<file path="src/rtl/spi_pkg.sv">
// Shared opcode/state types and frame constants for the SPI master.
package spi_pkg;

    typedef enum logic [1:0] {
        WR_ADDR = 2'b00,
        WR_DATA = 2'b01,
        RD_ADDR = 2'b10,
        RD_DATA = 2'b11
    } spi_op_e;

    typedef enum logic [2:0] {
        IDLE,
        SEL,
        CMD,
        SHIFT,
        TURN,
        RECV,
        END
    } spi_state_e;

    // Outgoing command word is {opcode, payload}; incoming read data is one byte.
    localparam int FRAME_BITS = 10;
    localparam int RD_BITS    = 8;

endpackage

</file>
<file path="src/rtl/spi_shift_reg.sv">
// Datapath shifters for the SPI master.
// The transmit side is a parallel-in/serial-out register.
// The receive side is an 8-bit serial-in/parallel-out shifter.
module spi_shift_reg
    import spi_pkg::*;
(
    input  logic                  clk,
    input  logic                  load,
    input  logic [FRAME_BITS-1:0] load_word,
    input  logic                  tx_shift,
    output logic                  tx_msb,
    input  logic                  rx_shift,
    input  logic                  rx_in,
    output logic [RD_BITS-1:0]    rx_word
);

    logic [FRAME_BITS-1:0] tx_q;
    // Only seven bits are stored. The eighth bit is the live serial input.
    // This lets the full byte be captured on the same edge that samples
    // the last bit.
    logic [RD_BITS-2:0]    rx_q;

    assign tx_msb  = tx_q[FRAME_BITS-1];
    assign rx_word = {rx_q, rx_in};

    // Load the command word at frame start, then shift it out MSB first.
    always_ff @(posedge clk) begin
        if (load) begin
            tx_q <= load_word;
        end else if (tx_shift) begin
            tx_q <= {tx_q[FRAME_BITS-2:0], 1'b0};
        end
    end

    // Shift received bits in MSB first.
    // Every bit is overwritten within one read, so no clear is needed.
    always_ff @(posedge clk) begin
        if (rx_shift) begin
            rx_q <= rx_word[RD_BITS-2:0];
        end
    end

endmodule

</file>
<file path="src/rtl/spi_master.sv">
// Frame-level SPI master.
// Each frame sends one 10-bit {opcode, payload} word.
// Read-data frames then wait a turnaround gap and receive one byte from MISO.
module spi_master
    import spi_pkg::*;
#(
    parameter int TURNAROUND = 2
) (
    input  logic       clk,
    input  logic       rst,
    input  logic       start,
    input  logic [1:0] cmd_op,
    input  logic [7:0] cmd_data,
    output logic       busy,
    output logic       done,
    output logic [7:0] rd_data,
    output logic       rd_valid,
    output logic       SS_n,
    output logic       MOSI,
    input  logic       MISO
);

    localparam logic [3:0] SHIFT_LAST = 4'(FRAME_BITS - 1);
    localparam logic [3:0] RECV_LAST  = 4'(RD_BITS - 1);
    localparam logic [3:0] TURN_LAST  = 4'(TURNAROUND - 1);

    spi_state_e         state;
    spi_op_e            op;
    logic [3:0]         cnt;
    logic               tx_load;
    logic               tx_shift;
    logic               tx_msb;
    logic               rx_shift;
    logic [RD_BITS-1:0] rx_word;

    // The shifter moves one bit per cycle from CMD through the second-to-last SHIFT cycle.
    // The MOSI register then always picks up the next bit one cycle ahead.
    assign tx_load  = (state == IDLE) && start;
    assign tx_shift = (state == CMD) || ((state == SHIFT) && (cnt != SHIFT_LAST));
    assign rx_shift = (state == RECV);

    spi_shift_reg u_shift (
        .clk       (clk),
        .load      (tx_load),
        .load_word ({cmd_op, cmd_data}),
        .tx_shift  (tx_shift),
        .tx_msb    (tx_msb),
        .rx_shift  (rx_shift),
        .rx_in     (MISO),
        .rx_word   (rx_word)
    );

    // Frame sequencer. Every output is registered and set for the state being entered.
    always_ff @(posedge clk) begin
        if (rst) begin
            state    <= IDLE;
            op       <= WR_ADDR;
            cnt      <= '0;
            SS_n     <= 1'b1;
            MOSI     <= 1'b0;
            busy     <= 1'b0;
            done     <= 1'b0;
            rd_valid <= 1'b0;
            rd_data  <= '0;
        end else begin
            done     <= 1'b0;
            rd_valid <= 1'b0;
            case (state)
                IDLE: begin
                    if (start) begin
                        state <= SEL;
                        op    <= spi_op_e'(cmd_op);
                        SS_n  <= 1'b0;
                        MOSI  <= 1'b0;
                        busy  <= 1'b1;
                    end
                end
                SEL: begin
                    state <= CMD;
                    MOSI  <= tx_msb;
                end
                CMD: begin
                    state <= SHIFT;
                    MOSI  <= tx_msb;
                    cnt   <= '0;
                end
                SHIFT: begin
                    if (cnt == SHIFT_LAST) begin
                        cnt  <= '0;
                        MOSI <= 1'b0;
                        if (op == RD_DATA) begin
                            state <= (TURNAROUND == 0) ? RECV : TURN;
                        end else begin
                            state <= END;
                            SS_n  <= 1'b1;
                            done  <= 1'b1;
                        end
                    end else begin
                        cnt  <= cnt + 4'd1;
                        MOSI <= tx_msb;
                    end
                end
                TURN: begin
                    if (cnt == TURN_LAST) begin
                        cnt   <= '0;
                        state <= RECV;
                    end else begin
                        cnt <= cnt + 4'd1;
                    end
                end
                RECV: begin
                    if (cnt == RECV_LAST) begin
                        cnt      <= '0;
                        state    <= END;
                        SS_n     <= 1'b1;
                        done     <= 1'b1;
                        rd_valid <= 1'b1;
                        rd_data  <= rx_word;
                    end else begin
                        cnt <= cnt + 4'd1;
                    end
                end
                END: begin
                    state <= IDLE;
                    busy  <= 1'b0;
                end
                default: begin
                    state <= IDLE;
                    cnt   <= '0;
                    SS_n  <= 1'b1;
                    MOSI  <= 1'b0;
                    busy  <= 1'b0;
                end
            endcase
        end
    end

endmodule

</file>
<file path="config.mk">
export PLATFORM = sky130hd
export DESIGN_NAME = spi_master
export DESIGN_NICKNAME = d
export VERILOG_FILES = /design/src/rtl/spi_pkg.sv /design/src/rtl/spi_shift_reg.sv /design/src/rtl/spi_master.sv
export SDC_FILE = /design/constraint.sdc
export NUM_CORES = 1
export LEC_CHECK = 0
export CORE_MARGIN = 5
export CORE_UTILIZATION = 45
export CTS_CLUSTER_DIAMETER = 40
export DETAILED_ROUTE_END_ITERATION = 10
export GPL_ROUTABILITY_DRIVEN = 0
export PLACE_DENSITY = 0.72
export SYNTH_ARGS = -nofsm -noshare
export SYNTH_HDL_FRONTEND = slang
export SYNTH_SLANG_ARGS = --single-unit
</file>
<file path="constraint.sdc">
create_clock -name clk -period 1.8 [get_ports clk]
set_clock_uncertainty 0.2 [all_clocks]
set_input_delay 0.27 -clock clk [delete_from_list [all_inputs] [get_ports clk]]
set_output_delay 0.27 -clock clk [all_outputs]
set_load 0.05 [all_outputs]
</file>
Word level (Yosys, flattened, before mapping)

Cells that the tools add are included.

Output and inout port bits: 13
Flip-flop bits (word level): 39
Bits of input ports: 14
Logic and storage cells: 74

Add/subtract/negate cells: 1
Reductions and logical operators: 17
Equal/unequal tests: 16
Bitwise logic cells: 4
Multiplexer cells: 25

Operator list:

| operator                                              | number |
|---|---|
| two-way mux 10 bit                                    | 2 |
| case mux 3 bit (6 select lines)                       | 1 |
| case mux 4 bit (4 select lines)                       | 1 |
| two-way mux 3 bit                                     | 4 |
| two-way mux 4 bit                                     | 3 |
| equality test 3 bit, second input constant            | 3 |
| two-way mux 1 bit                                     | 9 |
| case mux 1 bit (4 select lines)                       | 2 |
| AND reduction 2 bit                                   | 4 |
| equality test 3 x 2 -> 1 bit, second input constant   | 2 |
| inequality test 2 bit, second input constant          | 3 |
| OR reduction 3 bit                                    | 2 |
| AND reduction 5 bit                                   | 1 |
| OR reduction 5 bit                                    | 1 |
| adder 4 x 1 -> 4 bit, second input constant           | 1 |
| equality test 4 x 1 -> 1 bit, second input constant   | 1 |
| equality test 4 x 3 -> 1 bit, second input constant   | 1 |
| equality test 4 bit, second input constant            | 1 |
| inequality test 2 x 1 -> 1 bit, second input constant | 2 |
| inequality test 4 bit, second input constant          | 1 |
| inverter 1 bit                                        | 4 |
| case mux 1 bit (2 select lines)                       | 2 |
| AND reduction 4 bit                                   | 1 |
| OR reduction 2 bit                                    | 2 |
| other kinds (8)                                       | 9 |

Depth between registers and ports, before layout

Gate-level depths: netlist (run 1).

Word-level depth: 5
Mapped depth: 7
Mapped depth without buffers: 7

Cells and area by module

Synthesis (run 1) repeated with hierarchy kept, for this count alone.

Cells, all modules: 149
Area, all modules: 1,765.4 um2

Modules (own cells, without submodules):

| module        | times used | area an instance (um2) | cells an instance |
|---|---|---|---|
| spi_master    | 1          | 1,091.0                | 119 |
| spi_shift_reg | 1          | 674.4                  | 30 |

Worst setup path before layout (run 1)

No wires, ideal clock.

Kind: register to register
Start: register state[1]
End: register u_shift.tx_q[0] (enable)
Library setup time: 376 ps
Setup slack: -112 ps
Data arrival time: 1,336 ps
Required time: 1,224 ps
Cell stages (with the launch flop): 7
Clock period less this slack: 1,912 ps
Cells stage by stage: dfxtp_1 > buf_4 > clkbuf_1 > nor2_1 > nor2_1 > a21oi_1 > nor2_1

Word-level cells in the longest chain between the ends: 4

Ends and longest elaborated chain:

| what                                    | RTL line            | text |
|---|---|---|
| start, declared                         | spi_master.sv:27    | `spi_state_e state;` |
| start signal, assigned                  | spi_master.sv:92    | `state <= (TURNAROUND == 0) ? RECV : TURN;` |
| equality test 3 x 2 -> 1 bit            | spi_master.sv:39    | `assign tx_shift = (state == CMD) \|\| ((state == SHIFT) && (cnt != SHIFT_LAST));` |
| logical AND 1 bit                       | spi_master.sv:39    |  |
| logical OR 1 bit                        | spi_master.sv:39    |  |
| nonzero test 2 bit (no source line) (*) | n/a                 |  |
| end signal, assigned                    | spi_shift_reg.sv:29 | `tx_q <= load_word;` |
| end signal, assigned                    | spi_shift_reg.sv:31 | `tx_q <= {tx_q[FRAME_BITS-2:0], 1'b0};` |
| end, declared                           | spi_shift_reg.sv:17 | `logic [FRAME_BITS-1:0] tx_q;` |

Every way passes the cells marked *; elsewhere a longest branch is shown, timed or not.
A chain may end at the register's enable or synchronous reset.

Worst setup path after layout (run 1)

Start: register cnt[1]
End: register state[0]

Word-level cells in the longest chain between the ends: 3

Ends and longest elaborated chain:

| what                                                                                     | RTL line          | text |
|---|---|---|
| start, declared                                                                          | spi_master.sv:29  | `logic [3:0] cnt;` |
| start signal, assigned                                                                   | spi_master.sv:99  | `cnt <= cnt + 4'd1;` |
| start signal, assigned                                                                   | spi_master.sv:108 | `cnt <= cnt + 4'd1;` |
| start signal, assigned                                                                   | spi_master.sv:120 | `cnt <= cnt + 4'd1;` |
| equality test 4 x 1 -> 1 bit, or another cell as far along                               | spi_master.sv:104 | `if (cnt == TURN_LAST) begin` |
| inequality test 2 bit (no source line) or inequality test 2 x 1 -> 1 bit (tied branches) | n/a               |  |
| AND reduction 4 bit (no source line) (*)                                                 | n/a               |  |

Marks and branches as above.

==> flow_metrics.env, run 1 <==
export IMPL_status="finished, final reports clean"
export IMPL_rows=22
export IMPL_worst_slew_pin_slew_ns=0.435
export IMPL_antenna_found_initial=0
export IMPL_worst_setup_path_start_kind="flip-flop"
export IMPL_syn_instance_count=168
export IMPL_grt_max_degree=23
export IMPL_htreeDepth=2
export IMPL_arrival_ns=1.72
export IMPL_ios=27
export IMPL_vias=1259
export IMPL_numPortBuffers=26
export IMPL_syn_to_final_growth_pct=25.1
export IMPL_wl_met1_microns=1530
export IMPL_utilization_pct=57.5
export IMPL_max_freq_mhz=593
export IMPL_drc=0
export IMPL_post_cts_buffers=0
export IMPL_fp_dieArea_sq_um=5000
export IMPL_synth_nets=184
export IMPL_drt_iter0_drc=52
export IMPL_cts_hold_buf=0
export IMPL_cts_tree="done"
export IMPL_clock_sinks=39
export IMPL_worstPathRequired_ns=1.83
export IMPL_hpwl_microns=2400
export IMPL_syn_area_sq_um=1660
export IMPL_nFillCells=318
export IMPL_grt_ovfl_total=0
export IMPL_drt_total_wl_microns=3240
export IMPL_synth_edf_count=17
export IMPL_power_density_nw_per_um2=904
export IMPL_hold_viol=0
export IMPL_peakVddDrop_mv=0.446
export IMPL_syn_avg_cell_area_sq_um=9.87
export IMPL_cts_root_buf="clkbuf_8"
export IMPL_dr_wl_met3_microns=207
export IMPL_clock_path_buffers=2
export IMPL_start_util_pct=46.0
export IMPL_antenna_left=0
export IMPL_hold_class="reg -> reg"
export IMPL_final_common_cell="nand2_1"
export IMPL_grt_setup_unrepaired="no"
export IMPL_worstPathMaxFanout=4
export IMPL_setup_violations=0
export IMPL_crit_type="reg -> reg"
export IMPL_dieWidth_microns=70.7
export IMPL_ys_types=35
export IMPL_ys_warn_count=0
export IMPL_die_y_microns=70.7
export IMPL_slew_viol_final=0
export IMPL_post_drt_wl_per_cell_microns=13.0
export IMPL_numCtsBuffers=5
export IMPL_synth_flop_cell="dfxtp_1"
export IMPL_min_period_over_period_pct=93.7
export IMPL_cap_viol_max_count=0
export IMPL_setup_tns_ns=0
export IMPL_top_layer="met4"
export IMPL_dr_wl_met2_microns=1470
export IMPL_hold_slack_ns=0.257
export IMPL_n_antenna_cell=0
export IMPL_vias_per_cell=5.06
export IMPL_layout_drive_gt1_share_pct=20.9
export IMPL_p_leak_nw=0.893
export IMPL_clkTransAtPathRegs_ns=0.08
export IMPL_core_area_sq_um=3610
export IMPL_cts_resized=0
export IMPL_firstDrtPassIters=4
export IMPL_grt_pass1_vias=1236
export IMPL_grt_util_all_layers_pct=13.5
export IMPL_critPathCaptureType="flip-flop"
export IMPL_fin_nets=216
export IMPL_final_cell_mix="nand2_1, buf_4, nor2_1, dfxtp_1, edfxtp_1"
export IMPL_slew_headroom_pct=70.8
export IMPL_clk_latency_ns=0.29
export IMPL_synth_seq_area_share_pct=57.4
export IMPL_period_needed_ns=1.69
export IMPL_async_reset_ff_share_pct=0
export IMPL_grt_pass1_wl_microns=5410
export IMPL_synth_seq_cells=39
==> synthesized netlist by cell type (all sizes together), types with 2 or more instances <==
cell type	count	area (sq um)
nand2	38	145
dfxtp	22	440
nor2	21	78.8
edfxtp	17	510
a21oi	14	81.3
mux2i	8	80.1
clkbuf	6	22.5
o21ai	6	37.5
buf	4	31.3
nand2b	4	25.0
nor3	3	15.0
a211oi	2	15.0
and3b	2	17.5
ha	2	25.0
inv	2	7.51
nand3	2	10.0
nand3b	2	15.0
==> sequential cells by signal (all words and copies together), names as in the netlist <==
register / flops
MOSI: 1
rd_valid: 1
u_shift.tx_q: 10
busy: 1
op: 2
done: 1
SS_n: 1
state: 3
u_shift.rx_q: 7
rd_data: 8
cnt: 4
==> per-stage QoR <==
step | cells | area (sq um) | power (mW) | setup slack, ns
finish | 249 | 2070 | 1.88 | 0.113
global route | 249 | 2070 | 1.97 | 0.0136
CTS | 249 | 2060 | 1.89 | 0.0448
detailed placement | 241 | 1970 | 1.32 | -0.00451
global placement | 241 | 1970 | 1.31 | 0.0202
floorplan | 168 | 1660 | 1.21 | 0.0582
==> layout make-up <==
cell class,count,area [sq um],area share [%]
Inverter,2,7.51,0.362
Clock inverter,2,12.5,0.603
Tap cell,48,60.1,2.90
Clock buffer,6,72.6,3.50
Sequential cell,39,956,46.1
Multi-Input combinational cell,117,657,31.7
Timing Repair Buffer,35,308,14.8
==> worst max-delay path, cell delays in order, from the launching register on <==
cell      delay, ns
dfxtp_2        0.34
inv_1          0.06
ha_1           0.16
nand2b_1       0.08
a21oi_2        0.16
o21ai_2        0.11
a2111o_1       0.40
a21oi_2        0.12
==> kinds of logic (layout without fill, tap and decap cells) <==
| logic type | count (synthesis) | after routing | share of synthesized area (%) |
|---|---|---|---|
| multiplexers | 8 | 8 | 4.83 |
| AND/OR/NAND/NOR | 77 | 77 | 20.7 |
| XOR/XNOR | 1 | 1 | 0.528 |
| buffers and inverters | 12 | 45 | 3.70 |
| adder cells (fa/ha/maj) | 2 | 2 | 1.51 |
| AO/OA/AOI/OAI | 29 | 29 | 11.4 |
| flip-flops | 39 | 39 | 57.4 |
==> routing by layer <==
layer	vias to the layer above	global-route usage, %
met5	-	0
met4	0	4.38
met3	4	6.11
met2	35	20.1
met1	585	17.4
li1	635	-
==> power breakdown <==
group	switching (mW)	total (mW)	leakage, nW	internal, mW
Combinational	0.152	0.270	0.508	0.118
Sequential	0.0331	1.04	0.344	1.00
Clock	0.298	0.569	0.0412	0.270
Total	0.483	1.88	0.893	1.39
==> final timing paths <==
path	from	end	slack, ns	depth (start not counted)
min reg2reg	u_shift.rx_q[2]	u_shift.rx_q[3]	0.26	0
min	u_shift.rx_q[2]	u_shift.rx_q[3]	0.26	0
max reg2reg	cnt[1]	state[0]	0.11	7
max	cnt[1]	state[0]	0.11	7
Note: power is estimated with default switching activity, not from simulation.
==> run 2: changes to the inputs <==
--- a/config.mk
+++ b/config.mk
@@ -7,6 +7,7 @@
 export LEC_CHECK = 0
 export CORE_MARGIN = 5
 export CORE_UTILIZATION = 45
+export CTS_BUF_LIST = sky130_fd_sc_hd__clkbuf_4 sky130_fd_sc_hd__clkbuf_8 sky130_fd_sc_hd__clkbuf_16
 export CTS_CLUSTER_DIAMETER = 40
 export DETAILED_ROUTE_END_ITERATION = 10
 export GPL_ROUTABILITY_DRIVEN = 0
==> flow_metrics.env, run 2 (same netlist as run 1, synthesis figures left out) <==
export IMPL_status="finished, final reports clean"
export IMPL_clk_latency_ns=0.29
export IMPL_grt_pass1_wl_microns=5410
export IMPL_slew_viol_final=0
export IMPL_fp_dieArea_sq_um=5000
export IMPL_power_density_nw_per_um2=910
export IMPL_rows=22
export IMPL_clkTransAtPathRegs_ns=0.08
export IMPL_firstDrtPassIters=4
export IMPL_post_drt_wl_per_cell_microns=13.0
export IMPL_arrival_ns=1.72
export IMPL_reg_top3="u_shift.tx_q x10, rd_data x8, u_shift.rx_q x7"
export IMPL_worst_setup_path_start_kind="flip-flop"
export IMPL_ios=27
export IMPL_clock_path_buffers=2
export IMPL_max_freq_mhz=593
export IMPL_slew_headroom_pct=70.9
export IMPL_timing_final_ws_setup_ns=0.113
export IMPL_min_period_over_period_pct=93.7
export IMPL_cts_root_buf="clkbuf_8"
export IMPL_drt_iter0_drc=52
export IMPL_grt_setup_unrepaired="no"
export IMPL_hold_class="reg -> reg"
export IMPL_crit_type="reg -> reg"
export IMPL_htreeDepth=2
export IMPL_start_util_pct=46.0
export IMPL_n_antenna_cell=0
export IMPL_period_needed_ns=1.69
export IMPL_fin_nets=216
export IMPL_finalNonFillerCells=249
export IMPL_seq_power_share_pct=54.9
export IMPL_hold_viol=0
export IMPL_worst_slew_pin_slew_ns=0.434
export IMPL_clkPwrFrac_pct=30.9
export IMPL_numCtsBuffers=5
export IMPL_grt_max_degree=23
export IMPL_final_cell_mix="nand2_1, buf_4, nor2_1, dfxtp_1, edfxtp_1"
export IMPL_setup_violations=0
export IMPL_worstPathMaxFanout=4
export IMPL_antenna_left=0
export IMPL_cts_hold_buf=0
export IMPL_die_y_microns=70.7
export IMPL_syn_to_final_growth_pct=25.3
export IMPL_switching_share_pct=25.5
export IMPL_grt_pass1_vias=1236
export IMPL_hold_slack_ns=0.257
export IMPL_grt_util_all_layers_pct=13.5
export IMPL_cts_resized=0
export IMPL_place_inst=241
export IMPL_pwr_share_comb_pct=14.3
export IMPL_critPathCaptureType="flip-flop"
export IMPL_cts_tree="done"
export IMPL_hpwl_microns=2400
export IMPL_vias_per_cell=5.05
export IMPL_power_total_mw=1.89
export IMPL_drt_total_wl_microns=3240
export IMPL_pre_cts_ws_ns=-0.00451
export IMPL_power_switching_uw=483
export IMPL_final_common_cell="nand2_1"
export IMPL_cap_viol_max_count=0
export IMPL_p_leak_nw=0.896
export IMPL_vias=1258
export IMPL_clock_sinks=39
export IMPL_drc=0
export IMPL_antenna_found_initial=0
export IMPL_largest_reg_flops=10
export IMPL_numPortBuffers=26
export IMPL_layout_drive_gt1_share_pct=21.4
export IMPL_worstPathRequired_ns=1.83
export IMPL_regMostFlops="u_shift.tx_q"
export IMPL_grt_ovfl_total=0
export IMPL_internal_power_mw=1.41
export IMPL_post_cts_buffers=0
export IMPL_core_area_sq_um=3610
export IMPL_dieWidth_microns=70.7
export IMPL_peakVddDrop_mv=0.474
==> run 2: cell counts in the layout (fill, tap and decap cells not counted) <==
No cell type changed its count.
==> run 2: area by class of cell <==
type	count	area, sq um
Tap cell	48	60.1
Fill cell	318	1530
Clock buffer	6	76.3
Timing Repair Buffer	35	308
Inverter	2	7.51
Sequential cell	39	956
Clock inverter	2	12.5
Multi-Input combinational cell	117	657
==> run 2: routing by layer <==
metal	vias up	wire, microns	track usage, %
met4	0	37	4.38
met3	4	207	6.11
li1	635	-	-
met1	584	1530	17.4
met2	35	1460	20.1
met5	-	0	0
==> run 2: through the flow <==
| stage | cell area (sq um) | TNS, ns | utilization [%] |
|---|---|---|---|
| 2_1_floorplan | 1660 | 0 | - |
| 4_1_cts | 2060 | 0 | 57.2 |
| 3_5_place_dp | 1970 | -0.0422 | 54.8 |
| 3_3_place_gp | 1970 | 0 | 54.8 |
| 6_report | 2080 | 0 | 57.6 |
| 5_1_grt | 2080 | 0 | 57.6 |
==> run 2: worst max-delay path, cell delays in order, from the launching register on <==
cell and delay, ns:
dfxtp_2 0.34, inv_1 0.06, ha_1 0.16, nand2b_1 0.08, a21oi_2 0.16, o21ai_2 0.11
a2111o_1 0.40, a21oi_2 0.12
==> run 2: power by group through the flow <==
stage          clock network (mW)  logic, mW  registers, mW
2_1_floorplan                   0      0.143           1.07
3_3_place_gp                    0      0.257           1.05
3_5_place_dp                    0      0.268           1.06
4_1_cts                     0.596      0.269           1.04
5_1_grt                     0.642      0.301           1.04
6_report                    0.584      0.270           1.04
==> run 2: final timing paths <==
| path | startpoint | slack, ns | end | cells past startpoint |
|---|---|---|---|---|
| worst max-delay path | cnt[1] | 0.11 | state[0] | 7 |
| worst min-delay path | u_shift.rx_q[2] | 0.26 | u_shift.rx_q[3] | 0 |
| worst max register to register | cnt[1] | 0.11 | state[0] | 7 |
| worst min register to register | u_shift.rx_q[2] | 0.26 | u_shift.rx_q[3] | 0 |
